<file path="config.mk">
export PLATFORM = sky130hd
export DESIGN_NAME = ram_arbiter
export DESIGN_NICKNAME = d
export VERILOG_FILES = /design/src/rtl/mem_arb_pkg.sv /design/src/rtl/rr_arb2.sv /design/src/rtl/ram_arbiter.sv
export SDC_FILE = /design/constraint.sdc
export NUM_CORES = 1
export LEC_CHECK = 0
export CAP_MARGIN = 0
export CORE_ASPECT_RATIO = 0.5
export CORE_UTILIZATION = 39
export CTS_CLUSTER_DIAMETER = 30
export DETAILED_ROUTE_END_ITERATION = 10
export PLACE_DENSITY_LB_ADDON = 0.15
export SETUP_SLACK_MARGIN = 0.5
export SYNTH_ARGS = -nofsm -noshare
export SYNTH_HDL_FRONTEND = slang
export SYNTH_SLANG_ARGS = --single-unit
</file>
<file path="constraint.sdc">
create_clock -name clk -period 1.4 [get_ports clk]
set_clock_uncertainty 0.1 [all_clocks]
set_input_delay 0.21 -clock clk [delete_from_list [all_inputs] [get_ports clk]]
set_output_delay 0.21 -clock clk [all_outputs]
set_load 0.02 [all_outputs]
</file>
<file path="src/rtl/mem_arb_pkg.sv">
// Shared types for the RAM arbiter: FSM state encoding, default widths and
// the request record a port presents.
package mem_arb_pkg;

  localparam int ADDR_W_DEF = 8;
  localparam int DATA_W_DEF = 8;

  typedef enum logic [1:0] {
    ST_IDLE   = 2'd0,
    ST_WR     = 2'd1,
    ST_RD     = 2'd2,
    ST_RD_CAP = 2'd3
  } arb_state_t;

  typedef struct packed {
    logic                  we;
    logic [ADDR_W_DEF-1:0] addr;
    logic [DATA_W_DEF-1:0] wdata;
  } mem_req_t;

endpackage

</file>
<file path="src/rtl/rr_arb2.sv">
// Two-way combinational picker: a lone eligible port wins; on a tie either
// port 0 (fixed priority) or the port not granted last time wins.
module rr_arb2 (
  input  logic [1:0] eligible,
  input  logic       last,
  input  logic       prio_p0,
  output logic       grant_valid,
  output logic       grant_idx
);

  always_comb begin
    grant_valid = |eligible;
    grant_idx   = 1'b0;
    case (eligible)
      2'b10:   grant_idx = 1'b1;
      2'b11:   grant_idx = prio_p0 ? 1'b0 : ~last;
      default: grant_idx = 1'b0;
    endcase
  end

endmodule

</file>
<file path="src/rtl/ram_arbiter.sv">
// Two-port arbiter/sequencer for a synchronous RAM: one access at a time,
// single-cycle enable pulses, registered outputs and a one-cycle ack per port.
module ram_arbiter
  import mem_arb_pkg::*;
#(
  parameter int ADDR_W      = ADDR_W_DEF,
  parameter int DATA_W      = DATA_W_DEF,
  parameter int P0_PRIORITY = 0
) (
  input  logic              clk,
  input  logic              rst_n,
  input  logic              req_0,
  input  logic              we_0,
  input  logic [ADDR_W-1:0] addr_0,
  input  logic [DATA_W-1:0] wdata_0,
  output logic              ack_0,
  output logic [DATA_W-1:0] rdata_0,
  input  logic              req_1,
  input  logic              we_1,
  input  logic [ADDR_W-1:0] addr_1,
  input  logic [DATA_W-1:0] wdata_1,
  output logic              ack_1,
  output logic [DATA_W-1:0] rdata_1,
  output logic [ADDR_W-1:0] mem_addr,
  output logic              mem_ren,
  output logic              mem_wen,
  output logic [DATA_W-1:0] mem_wdata,
  output logic              mem_drive,
  input  logic [DATA_W-1:0] mem_rdata,
  output logic              busy
);

  arb_state_t        state_q, state_d;
  logic              winner_q, winner_d;
  logic              last_q, last_d;
  logic [ADDR_W-1:0] mem_addr_q, mem_addr_d;
  logic              mem_ren_q, mem_ren_d;
  logic              mem_wen_q, mem_wen_d;
  logic [DATA_W-1:0] mem_wdata_q, mem_wdata_d;
  logic [1:0]        ack_q, ack_d;
  logic [DATA_W-1:0] rdata0_q, rdata0_d;
  logic [DATA_W-1:0] rdata1_q, rdata1_d;
  logic              busy_q, busy_d;

  logic [1:0]        eligible;
  logic              prio_p0;
  logic              grant_valid;
  logic              grant_idx;
  logic              sel_we;
  logic [ADDR_W-1:0] sel_addr;
  logic [DATA_W-1:0] sel_wdata;

  // A port whose ack is on this cycle is masked so it cannot be granted twice.
  assign eligible = {req_1 & ~ack_q[1], req_0 & ~ack_q[0]};
  assign prio_p0  = (P0_PRIORITY != 0);

  rr_arb2 u_pick (
    .eligible    (eligible),
    .last        (last_q),
    .prio_p0     (prio_p0),
    .grant_valid (grant_valid),
    .grant_idx   (grant_idx)
  );

  assign sel_we    = grant_idx ? we_1    : we_0;
  assign sel_addr  = grant_idx ? addr_1  : addr_0;
  assign sel_wdata = grant_idx ? wdata_1 : wdata_0;

  always_comb begin
    state_d     = state_q;
    winner_d    = winner_q;
    last_d      = last_q;
    mem_addr_d  = mem_addr_q;
    mem_ren_d   = 1'b0;
    mem_wen_d   = 1'b0;
    mem_wdata_d = '0;
    ack_d       = 2'b00;
    rdata0_d    = rdata0_q;
    rdata1_d    = rdata1_q;
    case (state_q)
      ST_IDLE: begin
        if (grant_valid) begin
          winner_d   = grant_idx;
          last_d     = grant_idx;
          mem_addr_d = sel_addr;
          if (sel_we) begin
            state_d     = ST_WR;
            mem_wen_d   = 1'b1;
            mem_wdata_d = sel_wdata;
          end else begin
            state_d   = ST_RD;
            mem_ren_d = 1'b1;
          end
        end
      end
      ST_WR: begin
        state_d = ST_IDLE;
        ack_d   = winner_q ? 2'b10 : 2'b01;
      end
      ST_RD: begin
        state_d = ST_RD_CAP;
      end
      ST_RD_CAP: begin
        // The RAM registered its data at the end of RD; it is stable on the bus now.
        state_d = ST_IDLE;
        ack_d   = winner_q ? 2'b10 : 2'b01;
        if (winner_q) rdata1_d = mem_rdata;
        else          rdata0_d = mem_rdata;
      end
      default: begin
        state_d = ST_IDLE;
      end
    endcase
    busy_d = (state_d != ST_IDLE);
  end

  always_ff @(posedge clk) begin
    if (!rst_n) begin
      state_q     <= ST_IDLE;
      winner_q    <= 1'b0;
      last_q      <= 1'b1;
      mem_addr_q  <= '0;
      mem_ren_q   <= 1'b0;
      mem_wen_q   <= 1'b0;
      mem_wdata_q <= '0;
      ack_q       <= 2'b00;
      rdata0_q    <= '0;
      rdata1_q    <= '0;
      busy_q      <= 1'b0;
    end else begin
      state_q     <= state_d;
      winner_q    <= winner_d;
      last_q      <= last_d;
      mem_addr_q  <= mem_addr_d;
      mem_ren_q   <= mem_ren_d;
      mem_wen_q   <= mem_wen_d;
      mem_wdata_q <= mem_wdata_d;
      ack_q       <= ack_d;
      rdata0_q    <= rdata0_d;
      rdata1_q    <= rdata1_d;
      busy_q      <= busy_d;
    end
  end

  assign ack_0     = ack_q[0];
  assign ack_1     = ack_q[1];
  assign rdata_0   = rdata0_q;
  assign rdata_1   = rdata1_q;
  assign mem_addr  = mem_addr_q;
  assign mem_ren   = mem_ren_q;
  assign mem_wen   = mem_wen_q;
  assign mem_wdata = mem_wdata_q;
  assign mem_drive = mem_wen_q;
  assign busy      = busy_q;

endmodule
</file>
After elaboration in Yosys (flattened, before gate mapping)
Index checks and enable logic that the tools add are counted.
Cells by class
  equality and inequality tests: 5
  multiplexer cells: 10
  bitwise gates (word level): 6
  reductions and logical operators: 10
Operators by type and width (number)
  two-way mux 8 bit: 2
  == test 2 bit (second input constant): 4
  AND reduction 2 bit: 4
  two-way mux 2 bit: 3
  one-hot mux 2 bit (3 select lines): 1
  inverter 1 bit: 4
  AND reduction 4 bit: 1
  OR reduction 2 bit: 2
  two-way mux 1 bit: 3
  AND reduction 3 bit: 1
  bitwise AND 1 bit: 2
  == test 2 x 1 -> 1 bit (second input constant): 1
  logical NOT 2 bit: 1
  one-hot mux 1 bit (2 select lines): 1
  nonzero test 2 bit: 1
Storage, ports and cells
  register bits after elaboration: 41
  bits of input ports: 46
  output and inout port bits: 38

Logic depth before layout (Yosys ltp)
Gate-level depths: netlist (run 1).
  depth in word-level cells: 9
  depth in mapped cells: 6
  gate-level depth less buffers: 4

Cells and area by module
Synthesis (run 1) repeated with hierarchy kept, for this count alone.
Unflattened totals
  cell total of the unflattened synthesis: 161
  area total of the unflattened synthesis: 1542.7 um2
Modules (own cells, without submodules)
  ram_arbiter: times used 1, cells each 158, area an instance 1525.2 um2
  rr_arb2: times used 1, cells each 3, area an instance 17.5 um2

Worst setup path before layout (run 1)
OpenSTA, ideal clock, no wires.
  path type: flip-flop to flip-flop
  start: reg ack_q[0]
  end: reg state_q[0]
  setup time: 0.114 ns
  arrival time: 1.222 ns
  data required time: 1.186 ns
  path slack: -0.036 ns
  cell stages (with the launch flop): 5
  path buffers: 0
  clock period less this slack: 1.436 ns
  cell sequence: dfxtp_1 > nand3b_4 > and3_4 > o211ai_4 > a21bo_1
On the way
  word-level cells in the longest chain between the ends: 8
  elaborated cells on any way between the ends: 10
  classes of those cells: eq/ne: 2; mux: 5; bitwise: 2; reduce/logical: 1
Ends and longest elaborated chain
  from (decl): RTL line ram_arbiter.sv:40  | logic [1:0] ack_q, ack_d;
  from (signal assigned): RTL line ram_arbiter.sv:138  | ack_q <= ack_d;
  inverter 1 bit (*): RTL line ram_arbiter.sv:54  | assign eligible = {req_1 & ~ack_q[1], req_0 & ~ack_q[0]};
  bitwise AND 1 bit (*): RTL line ram_arbiter.sv:54
  == test 2 bit: RTL line rr_arb2.sv:14  | case (eligible)
  one-hot mux 1 bit (2 select lines): RTL line rr_arb2.sv:14
  two-way mux 1 bit: RTL line ram_arbiter.sv:65  | assign sel_we = grant_idx ? we_1 : we_0;
  two-way mux 2 bit: RTL line ram_arbiter.sv:86  | if (sel_we) begin
  two-way mux 2 bit (*): RTL line ram_arbiter.sv:82  | if (grant_valid) begin
  one-hot mux 2 bit (3 select lines) (*): RTL line ram_arbiter.sv:80  | case (state_q)
  to (signal assigned): RTL line ram_arbiter.sv:131  | state_q <= state_d;
  to (decl): RTL line ram_arbiter.sv:33  | arb_state_t state_q, state_d;
Mark *: on every way between the ends. The rest lies on a longest branch, timed or not.
A chain may end at the register's enable or synchronous reset.

Final worst setup path (run 1)
  start: reg ack_q[1]
  end: reg mem_addr_q[7], in the netlist mem_addr[7]
On the way
  word-level cells in the longest chain between the ends: 5
  elaborated cells on any way between the ends: 8
  classes of those cells: eq/ne: 2; mux: 2; bitwise: 2; reduce/logical: 2
Ends and longest elaborated chain
  inverter 1 bit (*): RTL line ram_arbiter.sv:54
  bitwise AND 1 bit (*): RTL line ram_arbiter.sv:54
  == test 2 bit: RTL line rr_arb2.sv:14
  one-hot mux 1 bit (2 select lines): RTL line rr_arb2.sv:14
  two-way mux 8 bit: RTL line ram_arbiter.sv:66  | assign sel_addr = grant_idx ? addr_1 : addr_0;
  to (signal assigned): RTL line ram_arbiter.sv:134  | mem_addr_q <= mem_addr_d;
  to (decl): RTL line ram_arbiter.sv:36  | logic [ADDR_W-1:0] mem_addr_q, mem_addr_d;
Marks and branches as above.

==> metrics.cfg, run 1 <==
[sta]
setup_viol = 0
drv_slew = 0
hold_viol = 0
fmax_mhz = 732
rsz0062_at_grt = true
fin_crit_ns = 1.37
slew_headroom_pct = 85.1
fin_crit_sh_pct = 97.5
worst_pin_slew_ns = 0.222
fin_ws_ns = 0.0344

[clock_network]
cts_buffers = 5
htreeDepth = 2
clk_pin_slew_ns = 0.08
cts_sinks = 41
clk_path_buf_depth = 2
ctsRootBufferMaster = clkbuf_8
clk_latency_ns = 0.29
postCtsHoldBufs = 0
tritoncts = yes

[synthesis]
synthCells = 167
synth_xor_area_share_pct = 0
synth_area_leaders = dfxtp_1 51%, mux2i_1 10%, nand2_1 8.2%
synth_top_cell_area_share_pct = 51.4
synth_top_family_by_area = simple AND/OR/NAND/NOR gates
ys_seq_elements = 41
synth_area_per_cell_um2 = 9.57
synthAdderAreaFrac_pct = 0
synth_simple_gate_area_share_pct = 22.3
synth_area_um2 = 1600
yosys-mux-area-fraction_pct = 10.0
yosys_warnings = 0
synth_fp_nets = 213
ys_seq_area_share_pct = 51.4
synth_compound_area_share_pct = 12.5
yosys.cell_types.count = 28
synth.largest_area_cell = dfxtp_1

[placed_design]
gp_congestion = 0.708
pre_cts_ws_ns = -0.301
placed_cells = 303
portBuffers = 83
dp.final_hpwl_um = 2600

[cells_and_area]
fin_cells = 328
final_cell_mix = 42 x clkdlybuf4s50_1, 42 x buf_6, 35 x dfxtp_2
areaGrowthSynthToFinish_pct = 91.5
drive_above_1_share_pct = 48.2
antenna_cells = 0
nets = 319

[die]
num_rows = 16
core_area_um2 = 3900
die_w_um = 92.5
start_util_pct = 40.9
die_area_um2 = 4370
ios = 84
die_h_um = 47.3

[detailed_routing]
first_iter_violations = 33
routed_wl_um = 4210
wl_met2_um = 2050
vias_per_cell = 4.73
num_vias = 1550
wl_per_cell_um = 12.8
drtPass1Iterations = 4
ant_nets = 0
met1_length_um = 1780
drc = 0
wl_met3_um = 326
top_layer = met4

[critical_path]
start_kind = register
worstPathRequired_ns = 1.50
worst-path-max-fanout = 8
critPathMaxStageDelay_ns = 0.36
crit_slowest_cell = dfxtp_4
endpoint_kind = register
crit_type = register to register
arrival_ns = 1.46
path_cells = nor2b_4 > and2_4 > buf_12 > nand2_1 > a31oi_2

[global_route]
grt_pass1_wl_um = 5890
grt_overflow = 0
grt_usage_pct = 18.2
grt_start_max_net_pins = 17
antenna_found_initial = 0
grt_pass1_vias = 1314

[power_and_ir_drop]
leakage_nw = 1.39
power-per-cell-area_nw_per_um2 = 1140
total_power_w = 0.00349
ir_worst_vdd_uv = 591

[job]
cap_viol_max_count = 0

[hold_path]
min_path_type = input port to register

[status]
status = finished, final reports clean

kinds of logic (layout without fill, tap and decap cells):
group | Yosys count | count (layout)
and+or+nand+nor | 68 | 68
DFF | 41 | 41
AOI/OAI and AO/OA | 31 | 32
muxes | 16 | 16
buffers and inverters | 11 | 117
flip-flops by register name, indices dropped and copies added (netlist names):
| name | flops |
|---|---|
| ack_q | 2 |
| busy | 1 |
| last_q | 1 |
| mem_addr | 8 |
| mem_drive | 1 |
| mem_ren | 1 |
| mem_wdata | 8 |
| rdata_0 | 8 |
| rdata_1 | 8 |
| state_q | 2 |
| winner_q | 1 |
critical path: cells and delay by family, from the launching register on:
family	cells	cell delay [ns]
flops	1	0.36
compound gates	1	0.16
buf+inv	1	0.13
simple gates	3	0.53
Yosys cell counts (all sizes together):
cell type,n
a21bo,1
o211ai,1
a31o,1
a21boi,2
a21oi,8
nand3,2
or2b,1
a31oi,8
clkbuf,3
nand2,35
and3,3
nor2b,19
and2,2
o21ai,8
mux2i,16
inv,1
o21a,2
buf,7
nand2b,1
nor2,3
dfxtp,41
nand3b,2
layer usage:
layer,vias up,global-route usage (%)
li1,776,-
met1,710,21.3
met2,58,30.1
met3,6,7.61
met4,0,8.75
met5,-,0
power breakdown:
| group | switching [W] | total [W] | internal, W |
|---|---|---|---|
| combinational | 0.000537 | 0.00129 | 0.000755 |
| clock | 0.000385 | 0.000787 | 0.000402 |
| sequential | 0.0000978 | 0.00141 | 0.00131 |
metrics by stage:
stage	TNS, ns	instance area [um^2]	util (%)	hold slack [ns]
4_1_cts	0	2880	73.9	0.346
2_1_floorplan	0	1660	-	0.246
5_1_grt	-0.0528	3060	78.4	0.261
3_5_place_dp	-5.73	2600	66.5	0.359
6_report	0	3060	78.4	0.233
3_3_place_gp	-5.02	2600	66.5	0.349
worst paths after layout:
| path | endpoint | slack [ns] | depth (start not counted) | start |
|---|---|---|---|---|
| hold reg to reg | ack_q[0] | 0.38 | 2 | state_q[0] |
| setup reg to reg | mem_addr[7] | 0.03 | 5 | ack_q[1] |
| setup / recovery | mem_addr[7] | 0.03 | 5 | ack_q[1] |
| hold / removal | ack_q[0] | 0.23 | 4 | rst_n |
what timing repair did:
item                                    in CTS  in global routing
endpoints found under the setup margin      77                 79
buffers inserted                             5                  8
pin swaps                                    7                  9
gates resized for setup                    265                 27
cloned                                       2                  2
layout make-up:
class / count / area (um^2)
sequential: 41 / 883
clock buffer: 8 / 90.1
fill: 263 / 845
multi-input combinational: 116 / 823
timing repair buffer: 108 / 1190
inverter: 1 / 3.75
tap: 54 / 67.6
Note: power is estimated with default switching activity, not from simulation.
==> run 2: changes to the inputs <==
--- a/config.mk
+++ b/config.mk
@@ -6,11 +6,13 @@
 export NUM_CORES = 1
 export LEC_CHECK = 0
 export CAP_MARGIN = 0
+export CELL_PAD_IN_SITES_DETAIL_PLACEMENT = 1
+export CELL_PAD_IN_SITES_GLOBAL_PLACEMENT = 2
 export CORE_ASPECT_RATIO = 0.5
-export CORE_UTILIZATION = 39
+export CORE_UTILIZATION = 21
 export CTS_CLUSTER_DIAMETER = 30
 export DETAILED_ROUTE_END_ITERATION = 10
-export PLACE_DENSITY_LB_ADDON = 0.15
+export PLACE_DENSITY_LB_ADDON = 0.1
 export SETUP_SLACK_MARGIN = 0.5
 export SYNTH_ARGS = -nofsm -noshare
 export SYNTH_HDL_FRONTEND = slang
==> run 2 against run 1 <==
Compared with the run above: the flow now finishes with violations (design-rule violations); die area rose by 83%; maximum frequency increased by 1.2%; final area grew 3.4%; sequential power hardly changed; clock power up 65%; register-to-register slack improved by 0.02 ns; total power increased by 14%; via count fell by 0.32%; critical path depth up 1; setup slack improved by 0.017 ns; first-iteration DRC count up 3.0%; wire length is 22% higher.
==> metrics.cfg, run 2 (same netlist as run 1, synthesis figures left out) <==
[die]
start_util_pct = 21.7  ; -19 points
die_area_um2 = 7980  ; +83%
die_w_um = 125  ; +35%
num_rows = 22  ; +6
core_area_um2 = 7350  ; +88%
die_h_um = 63.7  ; +35%
ios = 84  ; unchanged

[cells_and_area]
antenna_cells = 0  ; unchanged
nets = 318  ; -0.31%
final_cell_mix = 42 x clkdlybuf4s50_1, 39 x buf_6, 35 x dfxtp_2
final_common_cell = clkdlybuf4s50_1
nFillCells = 824  ; +210%
drive_above_1_share_pct = 49.8  ; +1.6 points
areaGrowthSynthToFinish_pct = 98.0
finalInstanceArea_um2 = 3160  ; +3.4%
fin_util_pct = 43.0  ; -35 points
fin_cells = 369  ; +13%

[placed_design]
gp_congestion = 0.657  ; -7.2%
dp.final_hpwl_um = 3590  ; +38%
placed_cell_area_um2 = 2660  ; +2.4%
portBuffers = 83  ; unchanged
placed_cells = 348  ; +15%

[sta]
drv_slew = 0  ; unchanged
rsz0062_at_grt = true
fin_crit_ns = 1.35  ; -0.0165 ns
hold_viol = 0  ; unchanged
fmax_mhz = 741  ; +1.2%
fin_crit_sh_pct = 96.4  ; -1.2 points
worst_pin_slew_ns = 0.285  ; +0.0621 ns
setup_viol = 0  ; unchanged
slew_headroom_pct = 81.0  ; -4.1 points
tns_ns = 0  ; unchanged

[global_route]
antenna_found_initial = 0  ; unchanged
grt_start_max_net_pins = 14  ; -3
grt_pass1_vias = 1642  ; +25%
grt_usage_pct = 13.5  ; -4.7 points
grt_pass1_wl_um = 8160  ; +39%
grt_overflow = 0  ; unchanged

[critical_path]
crit_type = register to register
worstPathRequired_ns = 1.51  ; about the same
endpoint_kind = register
start_kind = register
worst-path-max-fanout = 7  ; -1
arrival_ns = 1.46  ; about the same

[clock_network]
cts_buffers = 5  ; unchanged
clk_latency_ns = 0.28  ; about the same
htreeDepth = 2  ; unchanged
cts_sinks = 41  ; unchanged
tritoncts = yes
clk_pin_slew_ns = 0.06  ; -0.02 ns
ctsRootBufferMaster = clkbuf_16
clk_path_buf_depth = 2  ; unchanged

[hold_path]
min_path_type = input port to register

[power_and_ir_drop]
p_comb_share_pct = 32.1  ; -4.9 points
leakage_nw = 1.40  ; +0.40%
p_sw_w = 0.00111  ; +9.3%
power-per-cell-area_nw_per_um2 = 1260  ; +10%
p_seq_share_pct = 35.4  ; -5.0 points
intPower_w = 0.00287  ; +16%
clock_power_share_pct = 32.5  ; +9.9 points
swShare_pct = 27.9  ; -1.3 points
ir_worst_vdd_uv = 618  ; +4.5%
total_power_w = 0.00399  ; +14%

[detailed_routing]
first_iter_violations = 34  ; +3.0%
vias_per_cell = 4.19  ; -11%
wl_per_cell_um = 13.9  ; +8.3%
num_vias = 1545  ; -0.32%
routed_wl_um = 5130  ; +22%
drc = 5  ; +5
ant_nets = 0  ; unchanged
drtPass1Iterations = 7  ; +3

[job]
cap_viol_max_count = 0  ; unchanged

[status]
status = finished with violations
violations = design-rule violations

-- run 2: worst paths after layout --
| kind | from | to | slack (ns) | depth (start not counted) |
|---|---|---|---|---|
| setup reg to reg | ack_q[1] | winner_q | 0.05 | 6 |
| hold reg to reg | state_q[0] | ack_q[0] | 0.39 | 2 |
| hold / removal | wdata_1[2] | mem_wdata[2] | 0.37 | 3 |
| setup / recovery | ack_q[1] | winner_q | 0.05 | 6 |
-- run 2: power groups by stage --
stage | Combinational (W) | Sequential, W | Clock, W
after CTS | 0.00118 | 0.00141 | 0.00134
after global routing | 0.00137 | 0.00143 | 0.00140
after global placement | 0.000958 | 0.00139 | 0
after detailed placement | 0.000968 | 0.00140 | 0
final | 0.00128 | 0.00141 | 0.00130
after floorplan | 0.000384 | 0.00151 | 0
-- run 2: metrics by stage --
step / setup WS [ns] / hold slack (ns)
6_report: 0.0509 / 0.373
5_1_grt: -0.00719 / 0.377
4_1_cts: 0.0577 / 0.362
3_5_place_dp: -0.335 / 0.367
3_3_place_gp: -0.269 / 0.363
2_1_floorplan: 0.0446 / 0.246
-- run 2: critical path: stages (launching register included) --
cell      delay, ns
dfxtp_4        0.35
nor2b_4        0.19
o21a_4         0.23
buf_4          0.13
buf_4          0.10
nand2_2        0.05
a21boi_1       0.13
-- run 2: layout make-up --
class                      count  area, um^2  area share [%]
multi-input combinational    115         852            26.9
inverter                       1        3.75           0.119
clock buffer                   6         129            4.07
timing repair buffer         108        1140            36.2
clock inverter                 2        33.8            1.07
tap                           96         120            3.80
sequential                    41         880            27.8
-- run 2: metal layers --
layer,GRT usage [%],vias up,wire [um]
li1,-,768,-
met1,16.4,721,2300
met2,21.9,50,2360
met3,5.78,6,428
met4,3.66,0,42
met5,0,-,0
-- run 2: what timing repair did --
| action | CTS | global route |
|---|---|---|
| setup buffers | 7 | 5 |
| pin swaps | 3 | 2 |
| hold buffers | 0 | 0 |
| hold endpoints to repair | 0 | 0 |
| cloned | 1 | 0 |
| setup endpoints to repair | 79 | 78 |
| resized for setup | 272 | 21 |
